--- src/rtl/core_pkg.sv ---
// rtl/core_pkg.sv - shared widths, reset constants and PC type for the sorting core
package core_pkg;

  localparam int XLEN = 64;
  localparam int ILEN = 32;
  localparam logic [XLEN-1:0] RESET_PC  = 64'h0;
  localparam logic [ILEN-1:0] NOP_INSTR = 32'h00000013;

  typedef logic [XLEN-1:0] pc_t;

  function automatic logic is_word_aligned(input pc_t addr);
    return addr[1:0] == 2'b00;
  endfunction

endpackage

--- src/rtl/pc_register.sv ---
// rtl/pc_register.sv - program counter with redirect/hold/sequential select and misalign detect
module pc_register
  import core_pkg::*;
(
  input  logic            clk,
  input  logic            reset,
  input  logic            stall,
  input  logic            pc_src,
  input  logic [XLEN-1:0] pc_plus4,
  input  logic [XLEN-1:0] branch_target,
  output logic [XLEN-1:0] pc,
  output logic            misalign_err
);

  logic target_ok;

  assign target_ok = is_word_aligned(branch_target);

  // A redirect outranks stall: the stalled instruction is being squashed anyway.
  always_ff @(posedge clk) begin
    if (reset) begin
      pc           <= RESET_PC;
      misalign_err <= 1'b0;
    end else if (pc_src) begin
      if (target_ok) pc <= branch_target;
      else           misalign_err <= 1'b1;
    end else if (!stall) begin
      pc <= pc_plus4;
    end
  end

endmodule

--- src/rtl/if_stage_pc.sv ---
// rtl/if_stage_pc.sv - instruction fetch stage: PC register plus IF/ID pipeline register
module if_stage_pc
  import core_pkg::*;
(
  input  logic            clk,
  input  logic            reset,
  input  logic            stall,
  input  logic            flush,
  input  logic            pc_src,
  input  logic [XLEN-1:0] pc_plus4,
  input  logic [XLEN-1:0] branch_target,
  input  logic [ILEN-1:0] instr_in,
  output logic [XLEN-1:0] pc_out,
  output logic [XLEN-1:0] ifid_pc,
  output logic [ILEN-1:0] ifid_instr,
  output logic            ifid_valid,
  output logic            misalign_err
);

  pc_register u_pc_register (
    .clk           (clk),
    .reset         (reset),
    .stall         (stall),
    .pc_src        (pc_src),
    .pc_plus4      (pc_plus4),
    .branch_target (branch_target),
    .pc            (pc_out),
    .misalign_err  (misalign_err)
  );

  // Flush beats stall so a resolved branch always bubbles the stage.
  always_ff @(posedge clk) begin
    if (reset) begin
      ifid_pc    <= '0;
      ifid_instr <= NOP_INSTR;
      ifid_valid <= 1'b0;
    end else if (flush) begin
      ifid_pc    <= pc_out;
      ifid_instr <= NOP_INSTR;
      ifid_valid <= 1'b0;
    end else if (!stall) begin
      ifid_pc    <= pc_out;
      ifid_instr <= instr_in;
      ifid_valid <= 1'b1;
    end
  end

endmodule

--- config.mk ---
export PLATFORM = sky130hd
export DESIGN_NAME = if_stage_pc
export DESIGN_NICKNAME = d
export VERILOG_FILES = /design/src/rtl/core_pkg.sv /design/src/rtl/pc_register.sv /design/src/rtl/if_stage_pc.sv
export SDC_FILE = /design/constraint.sdc
export NUM_CORES = 1
export LEC_CHECK = 0
export CAP_MARGIN = 10
export CORE_MARGIN = 2
export CORE_UTILIZATION = 41
export CTS_CLUSTER_DIAMETER = 50
export DETAILED_ROUTE_END_ITERATION = 10
export PLACE_DENSITY = 0.8
export SYNTH_ARGS = -nofsm -noshare
export SYNTH_HDL_FRONTEND = slang
export SYNTH_SLANG_ARGS = --single-unit
--- constraint.sdc ---
create_clock -name clk -period 1.1 [get_ports clk]
set_input_delay 0.11 -clock clk [delete_from_list [all_inputs] [get_ports clk]]
set_output_delay 0.11 -clock clk [all_outputs]
set_load 0.1 [all_outputs]
* Word-level counts from Yosys, hierarchy flattened
Index checks and enable logic that the tools add are counted.
Storage, ports and cells: input bits 165, bits in registers 162, logic and storage cells 18, output and inout bits 162
Operators by class: bitwise gates (word level) 1, multiplexer cells 5, equal/unequal tests 3, reduce and logical (&&, ||, !) cells 4
Operator list (number):
- $mux W64 | 5
- $ne A2 B1 Y1 const B | 3
- $reduce_and A2 Y1 | 2
- $logic_not A2 Y1 | 1
- $reduce_or A2 Y1 | 1
- $not A1 Y1 | 1

* Depth between registers and ports, before layout
depth after elaboration 3, gate-level depth with buffers 6, depth with buffers taken out 3

* Cells and area by module
A second synthesis with hierarchy kept.
Second synthesis, totals: cells, all modules 836, area, all modules 7686.1 um^2
By module, submodules not included:
- if_stage_pc | cells each 400, area an instance 4196.5 um^2, times used 1, seq. area each 1941.9 um^2
- pc_register | cells each 436, area an instance 3489.6 um^2, times used 1, seq. area each 1301.2 um^2

* Worst setup path before layout
No wires, ideal clock.
path type register to register, start point reg, netlist name u_pc_register.pc[10], end point reg u_pc_register.pc[10], slack -362 ps, cell stages (with the launch flop) 3, period minus slack after synthesis 1462 ps, buffers on the path 0, data arrival time 1371 ps, cell sequence dfxtp_1 -> a211oi_1 -> a311oi_1
RTL lines:
- to (signal assigned) | RTL line pc_register.sv:25 | if (target_ok) pc <= branch_target;
- to (signal assigned) | RTL line pc_register.sv:28 | pc <= pc_plus4;
- to (decl) | RTL line pc_register.sv:11 | output logic [XLEN-1:0] pc,

* Final worst setup path
start point reg u_pc_register.pc[0], end point out pc_out[0]
RTL lines:
- to (decl) | RTL line if_stage_pc.sv:13 | output logic [XLEN-1:0] pc_out,
No word-level cell between the ends.

==> flow_summary_export.csv <==
group,metric,value,unit
setup_path,endpoint_kind,"output port",
setup_path,path_buf_inv,1,
logic_synthesis,synth_area,6868,um2
hold_path,hold_class,"in2reg",
global_routing,grt_pass1_wl,41990,um
cells_and_area,finalNonFillerCells,1397,
pwr,ir_drop,1.060,mV
global_routing,grt-ovfl-total,0,
routing,wl_per_cell,19.75,um
setup_path,start_kind,"flip-flop",
floorplan,core,16470,um2
setup_path,critical_path_depth,1,
sta,tightest_slew,0.4063,ns
pwr,p_per_area,1381,nW/um2
global_routing,grt_usage,29.99,%
cells_and_area,drive_gt1_share,36.87,%
floorplan,die_h,133.4,um
logic_synthesis,synthFlopType,"dfxtp_1",
floorplan,die_w,133.4,um
logic_synthesis,yosysSeqAreaShare,47.22,%
setup_path,crit_family,"flip-flops",
sta,hold_viol,0,
setup_path,crit_slowest_cell,"dfxtp_4",
place,placed_cell_area,12470,um2
clock_tree,cts_tree,"built",
sta,fin_crit_sh,99.68,%
sta,fmax,0.9120,GHz
place,io_buffers,326,
status,outcome,"finished clean",
sta,slew_viol_final,0,
global_routing,grt_max_degree,67,
clock_tree,cts_buffers,17,
pwr,total_power,18.58,mW
logic_synthesis,ys_ff_latch,162,
cells_and_area,areaGrowthSynthToFinish,95.88,%
clock_tree,clock-sinks,162,
routing,wl,27600,um
cells_and_area,final_common_cell,"nand2_1",
logic_synthesis,synthCells,823,
clock_tree,cts_root_buf,"clkbuf_16",
routing,drt_first_pass_iters,5,
floorplan,dieArea,17800,um2
cells_and_area,fin_util,81.70,%
global_routing,antenna_found_initial,0,
setup_path,max_stage_delay,0.39,ns
logic_synthesis,async_flop_share,0,%
logic_synthesis,syn-mean-instance-area,8.345,um2
routing,vias,7639,
sta,setup_violations,0,
cells_and_area,nFillCells,878,
clock_tree,clk_latency,0.43,ns
global_routing,first_global_vias,7806,
clock_tree,clock_path_buffers,2,
pwr,leakage,5.126,nW
place,finalWeightedCongestion,0.8574,
cells_and_area,postLayoutCellArea,13450,um2
setup_path,crit_required,0.99,ns
sta,relSlewSlack,72.75,%
floorplan,ios,327,
floorplan,row_count,47,
routing,ant_nets,0,
setup_path,cp.arrival,0.99,ns
clock_tree,clk_pin_slew,0.06,ns
setup_path,crit_fanout,3,
run,drv_cap,0,
routing,routed_via_density,5.468,
setup_path,reg2regPathDepth,3,
routing,detailedRoute.firstIterationViolations,547,
cells_and_area,final_cell_mix,"257 x nand2_1, 181 x buf_12, 159 x clkdlybuf4s50_1",
cells_and_area,fin_nets,1329,
routing,drc,0,
logic_synthesis,yosys_warnings,0,
place,dp.cells,1327,
sta,skew,0.009406,ns
clock_tree,htreeDepth,4,
floorplan,start_util,41.71,%
setup_path,path_class,"reg2out",
sta,holdWs,0.09918,ns
cells_and_area,antennaDiodeCount,0,
hold_path,hold-path-cell-count,2,
sta,rsz0062_at_grt,"yes",
setup_path,worstPathCellList,"buf_12",
logic_synthesis,yosysUniqueCellTypes,22,
place,dp_hpwl,18700,um
logic_synthesis,syn-num-nets,988,
logic_synthesis,synth_edf_count,0,
sta,finalCriticalPeriod,1.097,ns
[per-stage QoR]
stage	setup TNS (ns)	setup slack (ns)
floorplan	-0.02192	-0.02192
global placement	-43.77	-0.3807
detailed placement	-49.61	-0.4844
CTS	-0.01777	-0.01115
global route	-0.1856	-0.03507
finish	0	0.003486
[state kept, by name, summed over array words and instances, names as in the netlist]
name                        cells
u_pc_register.pc               64
ifid_pc                        64
u_pc_register.misalign_err      1
ifid_instr                     32
ifid_valid                      1
[timing repair]
| item | CTS | global route |
|---|---|---|
| gates cloned | 3 | 0 |
| buffers inserted | 13 | 20 |
| pin swaps | 1 | 1 |
| setup endpoints to repair | 31 | 51 |
| hold buffers | 2 | 0 |
| gates resized for setup | 7 | 5 |
| hold endpoints to repair | 4 | 0 |
[cells in the mapped netlist (all sizes together), types with 2 or more instances]
master	instances	area, um2
mux2i	32	320.3
a211oi	62	465.5
buf	44	301.5
a21oi	67	335.3
dfxtp	162	3243
a311oi	62	543.0
clkbuf	32	120.1
nor2	34	130.1
and2b	3	22.52
nand2	257	964.7
or2	2	12.51
nor2b	61	381.6
o21ai	2	10.01
[cell type report]
class | instances | area [um2] | share of cell area (%)
clock buffer | 23 | 500.5 | 3.720
clock inverter | 9 | 87.58 | 0.6510
inverter | 1 | 3.754 | 0.02790
multi-input combinational | 584 | 3234 | 24.04
sequential | 162 | 3611 | 26.84
tap | 220 | 275.3 | 2.046
timing repair buffer | 398 | 5741 | 42.67
[path summary, 6_finish.rpt]
check	start	endpoint	slack, ns
min	pc_src	u_pc_register.pc[16]	0.1
max reg2reg	u_pc_register.pc[56]	u_pc_register.pc[56]	0.05
max	u_pc_register.pc[0]	pc_out[0]	0.003
min reg2reg	ifid_pc[4]	ifid_pc[4]	0.47
[power by group]
part	switching, mW	total, mW	internal [mW]
Clock	2.48	5.95	3.47
Sequential	0.419	6.63	6.21
Combinational	3.57	6.01	2.44
Total	6.47	18.6	12.1
[logic make-up (layout without fill, tap and decap cells)]
group,count (synthesis),in the layout,synth area share [%]
AO/OA/AOI/OAI,194,194,19.82
AND/OR/NAND/NOR,358,358,22.10
buffers and inverters,77,431,6.194
flip-flops,162,162,47.22
multiplexers,32,32,4.664
[metal layers]
metal	track usage (%)	part of all wire, %	vias up
li1	-	-	3534
met1	32.45	36	3622
met2	53.35	51	390
met5	0	0	-
met3	8.409	8.1	93
met4	15.60	4.8	0
Power figures use the tool's default switching activity.
